### src/rtl/sqrt_sched.sv
// Shared Q24.8 bisection square-root engine with round-robin arbitration across NUM_REQ requesters.
// Optional macro SQRT_SCHED_PERF_EN adds perf_ops/perf_busy counter ports.
//
// state  | meaning
// S_IDLE | waiting for a request; req_ready driven by the arbiter
// S_RUN  | one bisection iteration per clock
// S_DONE | holding result until resp_ready
module sqrt_sched #(
  parameter int NUM_REQ = 4,
  parameter int ITERS   = 32,
  parameter int IDW     = 2
) (
  input  logic                  clk,
  input  logic                  rst,
  input  logic [NUM_REQ-1:0]    req_valid,
  input  logic [NUM_REQ*32-1:0] req_data,
  output logic [NUM_REQ-1:0]    req_ready,
  output logic                  resp_valid,
  input  logic                  resp_ready,
  output logic [31:0]           resp_root,
  output logic [IDW-1:0]        resp_id,
  output logic                  busy
`ifdef SQRT_SCHED_PERF_EN
  ,
  output logic [31:0]           perf_ops,
  output logic [31:0]           perf_busy
`endif
);

  localparam int ITW = $clog2(ITERS + 1);

  typedef enum logic [1:0] {S_IDLE, S_RUN, S_DONE} state_t;

  state_t           r_state;
  state_t           w_state_nxt;
  logic [31:0]      r_low;
  logic [31:0]      r_high;
  logic [31:0]      r_x;
  logic [31:0]      r_root;
  logic [ITW-1:0]   r_iter;
  logic [IDW-1:0]   r_id;
  logic [IDW-1:0]   r_rr_last;

  logic [32:0]      w_sum;
  logic [31:0]      w_mid;
  logic [63:0]      w_prod;
  logic [31:0]      w_mid_sq;
  logic             w_exact;
  logic             w_last_iter;
  logic             w_found;
  logic [IDW-1:0]   w_gnt;
  logic [IDW-1:0]   w_idx;
  logic [31:0]      w_gnt_data;
  logic             w_accept;
  logic             w_unused;

  assign w_sum       = {1'b0, r_low} + {1'b0, r_high};
  assign w_mid       = w_sum[32:1];
  assign w_prod      = {32'b0, w_mid} * {32'b0, w_mid};
  assign w_mid_sq    = w_prod[39:8];
  assign w_exact     = (w_mid_sq == r_x);
  assign w_last_iter = (r_iter == ITW'(ITERS - 1));
  assign w_unused    = ^{w_sum[0], w_prod[63:40], w_prod[7:0]};
  assign w_gnt_data  = req_data[{w_gnt, 5'b0} +: 32];

  // first valid requester scanning upward from rr_last+1 with wrap
  always_comb begin
    w_found = 1'b0;
    w_gnt   = '0;
    w_idx   = '0;
    for (int i = 1; i <= NUM_REQ; i++) begin
      w_idx = IDW'((int'(r_rr_last) + i) % NUM_REQ);
      if (!w_found && req_valid[w_idx]) begin
        w_found = 1'b1;
        w_gnt   = w_idx;
      end
    end
  end

  always_ff @(posedge clk) begin
    if (rst) r_state <= S_IDLE;
    else     r_state <= w_state_nxt;
  end

  always_comb begin
    w_state_nxt = r_state;
    req_ready   = '0;
    w_accept    = 1'b0;
    case (r_state)
      S_IDLE: begin
        if (w_found) begin
          req_ready[w_gnt] = 1'b1;
          w_accept         = 1'b1;
          w_state_nxt      = S_RUN;
        end
      end
      S_RUN:   if (w_exact || w_last_iter) w_state_nxt = S_DONE;
      S_DONE:  if (resp_ready) w_state_nxt = S_IDLE;
      default: w_state_nxt = S_IDLE;
    endcase
  end

  always_ff @(posedge clk) begin
    if (rst) begin
      r_low     <= '0;
      r_high    <= '0;
      r_x       <= '0;
      r_root    <= '0;
      r_iter    <= '0;
      r_id      <= '0;
      r_rr_last <= IDW'(NUM_REQ - 1);
    end else begin
      case (r_state)
        S_IDLE: begin
          if (w_accept) begin
            r_low     <= '0;
            r_high    <= w_gnt_data;
            r_x       <= w_gnt_data;
            r_id      <= w_gnt;
            r_iter    <= '0;
            r_rr_last <= w_gnt;
          end
        end
        S_RUN: begin
          r_iter <= r_iter + 1'b1;
          // on the final non-matching iteration the last mid is the answer
          if (w_exact || w_last_iter) r_root <= w_mid;
          else if (w_mid_sq < r_x)    r_low  <= w_mid;
          else                        r_high <= w_mid;
        end
        default: ;
      endcase
    end
  end

  assign resp_valid = (r_state == S_DONE);
  assign resp_root  = r_root;
  assign resp_id    = r_id;
  assign busy       = (r_state != S_IDLE);

`ifdef SQRT_SCHED_PERF_EN
  logic [31:0] r_perf_ops;
  logic [31:0] r_perf_busy;

  always_ff @(posedge clk) begin
    if (rst) begin
      r_perf_ops  <= '0;
      r_perf_busy <= '0;
    end else begin
      if (resp_valid && resp_ready) r_perf_ops <= r_perf_ops + 32'd1;
      if (busy)                     r_perf_busy <= r_perf_busy + 32'd1;
    end
  end

  assign perf_ops  = r_perf_ops;
  assign perf_busy = r_perf_busy;
`endif

endmodule

### config.mk
export PLATFORM = sky130hd
export DESIGN_NAME = sqrt_sched
export DESIGN_NICKNAME = d
export VERILOG_FILES = /design/src/rtl/sqrt_sched.sv
export SDC_FILE = /design/constraint.sdc
export NUM_CORES = 2
export LEC_CHECK = 0
export BUFFER_PORTS_ARGS = -buffer_cell sky130_fd_sc_hd__clkbuf_2
export CAP_MARGIN = 10
export CORE_ASPECT_RATIO = 1.25
export CORE_MARGIN = 8
export CORE_UTILIZATION = 52
export CTS_BUF_LIST = sky130_fd_sc_hd__clkbuf_2
export DETAILED_ROUTE_END_ITERATION = 12
export PLACE_DENSITY_LB_ADDON = 0.1
export SYNTH_ARGS = -nofsm -noshare
export SYNTH_HDL_FRONTEND = slang
export SYNTH_SLANG_ARGS = --single-unit
### constraint.sdc
create_clock -name clk -period 10.5 [get_ports clk]
set_clock_uncertainty 0.1 [all_clocks]
set_input_delay 1.575 -clock clk [delete_from_list [all_inputs] [get_ports clk]]
set_output_delay 1.575 -clock clk [all_outputs]
set_load 0.005 [all_outputs]
Yosys cells after proc, flatten, opt, wreduce, memory -nomap -nowiden

Cells that the tools add are included.

Muxes and demuxes: 36
Magnitude comparators: 7
Multiply operators: 1
Reduce and logical (&&, ||, !) cells: 17
Add/sub/neg operators: 6
Equal/unequal tests: 11
Shift-type cells: 1

Operators with widths:

| operator            | number |
|---|---|
| $mux 32             | 6 |
| $pmux 32 s2         | 2 |
| $shiftx 128x8->32   | 1 |
| $mul 32x32->40      | 1 |
| $add 32x32->33      | 1 |
| $eq 32x32->1        | 1 |
| $lt 32x32->1        | 1 |
| $lt 2x3->1 const B  | 5 |
| $mux 2              | 7 |
| $ne 2x2->1 const B  | 6 |
| $pmux 6 s2          | 1 |
| $mux 1              | 11 |
| $bmux 1 s2          | 4 |
| $mux 4              | 2 |
| $reduce_and 4->1    | 2 |
| $add 6x1->6 const B | 1 |
| $eq 6x5->1 const B  | 1 |
| $mux 6              | 1 |
| $pmux 2 s3          | 1 |
| $reduce_and 2->1    | 3 |
| $add 2x1->2 const B | 2 |
| $add 2x2->2 const B | 2 |
| $logic_and 1x1->1   | 4 |
| $reduce_bool 2->1   | 2 |
| 9 further kinds     | 11 |

Word-level logic and storage cells: 87
Input port bits: 135
Bits in registers: 140
Output and inout port bits: 40

Depth between registers and ports, before layout

Depth in word-level cells: 19
Mapped depth: 52
Gate-level depth less buffers: 49

Least setup slack after synthesis

OpenSTA, ideal clock, no wires.

Path kind: flip-flop to flip-flop
Start point: reg r_low[1]
End point: reg r_low[20]
Period minus slack after synthesis: 11.060 ns
Cell stages (with the launch flop): 48
Data arrival time: 10.889 ns
Data required time: 10.329 ns
Path slack: -0.560 ns
Setup time: 0.071 ns
Buffers on the path: 3
Cell sequence: dfxtp_1 inv_1 fa_1 nor2b_2 o31a_2 nor4_1 or2_1 o211a_1 or2_2 xor2_1 inv_1 clkbuf_1 nand2_1 fa_1 inv_1 fa_1 inv_1 fa_1 [... 12 more ...] o211ai_1 a311oi_1 nor3_2 nor2b_1 or3_1 a31oi_1 xnor2_1 ha_1 and4_1 nand3_1 nor3_1 o21ai_0 o211a_1 o21ai_1 clkbuf_1 buf_1 nand2_1 a21oi_1

Word-level cells in the longest chain between the ends: 6
Elaborated cells between the ends (all ways): 11
Classes of those cells: add/sub: 1; mul: 1; order compare: 1; eq/ne: 3; mux: 3; reduce/logical: 2

Ends and longest elaborated chain:

| what                                                 | RTL line | source |
|---|---|---|
| start, declared                                      | 36       | `logic [31:0] r_low;` |
| start signal, assigned                               | 128      | `else if (w_mid_sq < r_x) r_low <= w_mid;` |
| $add 32x32->33 (*)                                   | 57       | `assign w_sum = {1'b0, r_low} + {1'b0, r_high};` |
| via w_sum[16]                                        | 44       | `logic [32:0] w_sum;` |
| $mul 32x32->40 (*)                                   | 59       | `assign w_prod = {32'b0, w_mid} * {32'b0, w_mid};` |
| branches (longest 3 deep; another with $lt 32x32->1) | --       |  |
| $reduce_and 4->1 (no line) (*)                       | --       |  |

Mark *: on every way through the listed nets, which the timed path passes. The select of a mux whose other input is x is not followed.
A chain may end at the register's enable or synchronous reset.

Final worst setup path

Start point: reg r_low[1]
End point: reg r_low[8]

Word-level cells in the longest chain between the ends: 6
Elaborated cells between the ends (all ways): 11
Classes of those cells: add/sub: 1; mul: 1; order compare: 1; eq/ne: 3; mux: 3; reduce/logical: 2

Ends and longest elaborated chain:

| what                                                   | RTL line |
|---|---|
| $add 32x32->33 (*)                                     | 57 |
| branches (longest 5 deep; another with $mul 32x32->40) | -- |

Mark *: on every way between the ends. The select of a mux whose other input is x is not followed.

==> results.yml <==
timing:
  final.hold.worst_slack_ns: 0.370
  finalHoldViolations: 0
  min_period_ns: 11.36
  finalCritPeriodShare_pct: 108
  count_of_endpoints_failing_setup_in_the_final_report: 98
  timing.slew.headroom_pct: 23.0
  tightestPinTransition_ns: 1.16
  finalMaxSlewViolations: 0
  worst_slack_ns: -0.858
  fmaxAchievable_ghz: 0.0880
  rsz_0062_raised_after_global_routing: "true"
routing:
  detailroute.via_count: 25000
  remaining_drc_errors: 0
  detailedRoute.firstPassIterationCount: 6
  routed_wirelength_mm: 97.4
  dr_wl_cell_um: 20.8
  vias_per_cell: 5.32
  drtIter0Drc: 1669
  ant_nets: 0
logic_synthesis:
  seq_area_frac_synth_pct: 10.1
  postSynthCellCount: 3321
  synth-edff-count: 0
  avg_synthesized_cell_area_sq_um: 8.38
  ys_async_sr_fraction_pct: 0
  synth.yosys.warnings: 0
  ys.flop_type: "sky130_fd_sc_hd__dfxtp_1"
  ys_seq_elements: 140
  synthDistinctLibCells: 67
  area_of_the_mapped_netlist_sq_um: 27800
  synthesis.nets: 4239
floorplanning:
  rows: 95
  core_area_sq_um: 53400
  dieHeight_um: 275
  chipWidth_um: 223
  ios: 175
  floorplan.initialDensity_pct: 52.1
  floorplan.die_area_sq_um: 61200
hold_path:
  hp-class: "flop to flop"
layout:
  finalNonFillerCells: 4693
  seq_area_sq_um: 2820
  final_cell_mix: "721 x sky130_fd_sc_hd__inv_1, 564 x sky130_fd_sc_hd__buf_4, 559 x sky130_fd_sc_hd__fa_1, 409 x sky130_fd_sc_hd__nand2_1, 337 x sky130_fd_sc_hd__nor2_1"
  multi_input_comb_area_sq_um: 22800
  mostFrequentLayoutCell: "sky130_fd_sc_hd__inv_1"
  final.fill_count: 4523
  layout_overhead_on_the_synthesized_area_pct: 27.8
  layout-drive-gt1-share_pct: 26.2
  design.final.nets: 4917
cts:
  cts_root_buf: "sky130_fd_sc_hd__clkbuf_2"
  maximum_level_of_the_cts_h_tree: 4
  clock_tree.buffer_depth: 2
  cts-hold-fix-buffers: 0
  tritoncts.num_buffers: 17
  clk_latency_ns: 1.03
  numClockSinks: 140
  cts.reportedPaths.clkPinSlew_ns: 0.24
  clock_tree_from_tritoncts: "done"
placed_design:
  io_buffers: 174
  preCtsSetupSlack_ns: -1.42
  hpwlAfterDp_mm: 81.4
  finalWeightedCongestion: 0.961
  post-place-cells: 4583
setup_path:
  worst_path_max_delay_cell: "sky130_fd_sc_hd__fa_1"
  crit_path_start_kind: "flop"
  worst_setup_path_end_kind: "flop"
  criticalPathCategory: "flop to flop"
  timing.critical_path.required_ns: 11.28
  crit_arrival_ns: 12.14
  critPathMaxStageDelay_ns: 0.61
  critPathBufInv: 12
  critPathMostFrequentCell: "sky130_fd_sc_hd__fa_1"
  timing.critical_path.max_delay_family: "adder cells"
  crit_path_max_fanout: 6
grt:
  first_global_vias: 27300
  globalRoute.totalOverflow: 0
  grt_max_degree: 104
  grt_pass1_wl_mm: 152
  number_of_antenna_violations_at_the_first_check_in_global_routing: 3
  track_usage_pct: 32.6
status:
  outcome: "complete, but fails checks"
  violations: "negative setup slack"
job:
  max-cap-violations: 0
==> sequential cells by signal, summed over array words and instances, names as in the netlist <==
signal     cells
r_high        32
resp_id        2
r_state        2
r_x           32
r_low         32
r_iter         6
resp_root     32
r_rr_last      2
==> metrics by stage <==
step,utilization [%],setup TNS (ns),instance area [sq um]
detailed placement,62.9,-122.66,33600
finish,66.7,-59.22,35600
floorplan,-,0,28100
global route,66.7,-90.29,35600
global placement,62.9,-102.47,33600
CTS,65.7,-45.13,35000
==> synth_stat cells, types with 9 or more instances <==
master | n | area, sq um
sky130_fd_sc_hd__a211oi_1 | 24 | 180
sky130_fd_sc_hd__a21o_1 | 50 | 375
sky130_fd_sc_hd__a21oi_1 | 175 | 876
sky130_fd_sc_hd__clkbuf_1 | 131 | 492
sky130_fd_sc_hd__dfxtp_1 | 140 | 2800
sky130_fd_sc_hd__fa_1 | 565 | 11300
sky130_fd_sc_hd__ha_1 | 218 | 2730
sky130_fd_sc_hd__inv_1 | 732 | 2750
sky130_fd_sc_hd__nand2_1 | 415 | 1560
sky130_fd_sc_hd__nand2b_1 | 19 | 119
sky130_fd_sc_hd__nand3_1 | 42 | 210
sky130_fd_sc_hd__nand4_1 | 14 | 87.6
sky130_fd_sc_hd__nor2_1 | 374 | 1400
sky130_fd_sc_hd__nor2b_1 | 21 | 131
sky130_fd_sc_hd__nor3_1 | 53 | 265
sky130_fd_sc_hd__o21a_1 | 15 | 113
sky130_fd_sc_hd__o21ai_0 | 89 | 445
sky130_fd_sc_hd__o22ai_1 | 9 | 56.3
sky130_fd_sc_hd__or3_1 | 12 | 75.1
sky130_fd_sc_hd__xnor2_1 | 56 | 490
sky130_fd_sc_hd__xor2_1 | 48 | 420
==> worst paths after layout <==
| check | startpoint | end | slack (ns) | cells after the start |
|---|---|---|---|---|
| worst min-delay path | resp_root[26]$_SDFFE_PP0P_ | resp_root[26]$_SDFFE_PP0P_ | 0.37 | 2 |
| worst max-delay path | r_low[1]$_SDFFE_PP0P_ | r_low[8]$_SDFFE_PP0P_ | -0.86 | 48 |
| worst max register to register | r_low[1]$_SDFFE_PP0P_ | r_low[8]$_SDFFE_PP0P_ | -0.86 | 48 |
| worst min register to register | resp_root[26]$_SDFFE_PP0P_ | resp_root[26]$_SDFFE_PP0P_ | 0.37 | 2 |
==> kinds of logic after synthesis <==
family	share of synthesized area, %
AO/OA/AOI/OAI	8.99
XOR/XNOR	3.59
adder cells (fa/ha/maj)	50.4
AND/OR/NAND/NOR	14.9
buffers and inverters	12.0
multiplexers	0.0764
flip-flops	10.1
==> layout make-up <==
type / instances / share of cell area [%]
antenna: 2 / 0.0141
clock inverter: 14 / 0.499
tap: 679 / 2.39
multi-input combinational: 2298 / 64.0
sequential: 140 / 7.93
timing repair buffer: 802 / 17.1
clock buffer: 18 / 0.253
inverter: 740 / 7.83
==> worst min-delay path, stage by stage, from the launching register on <==
cell and delay, ns:
sky130_fd_sc_hd__dfxtp_1 0.36, sky130_fd_sc_hd__nand2_1 0.05, sky130_fd_sc_hd__a21oi_1 0.05
==> repair_timing <==
item | CTS | global route
resized for setup | 166 | 85
buffers inserted | 46 | 20
pin swaps | 74 | 56
cloned | 9 | 1
setup endpoints to repair | 98 | 98
==> metal layers <==
| metal | vias to the layer above | wire [um] | GRT usage [%] |
|---|---|---|---|
| li1 | 11400 | - | - |
| met1 | 12300 | 39000 | 41.4 |
| met2 | 1015 | 46100 | 54.2 |
| met3 | 226 | 6780 | 5.28 |
| met4 | 4 | 5530 | 15.3 |
| met5 | - | 22 | 0 |
Power is not shown: default switching activity piles up to over one toggle a cycle in this logic, so the estimate is an artifact.
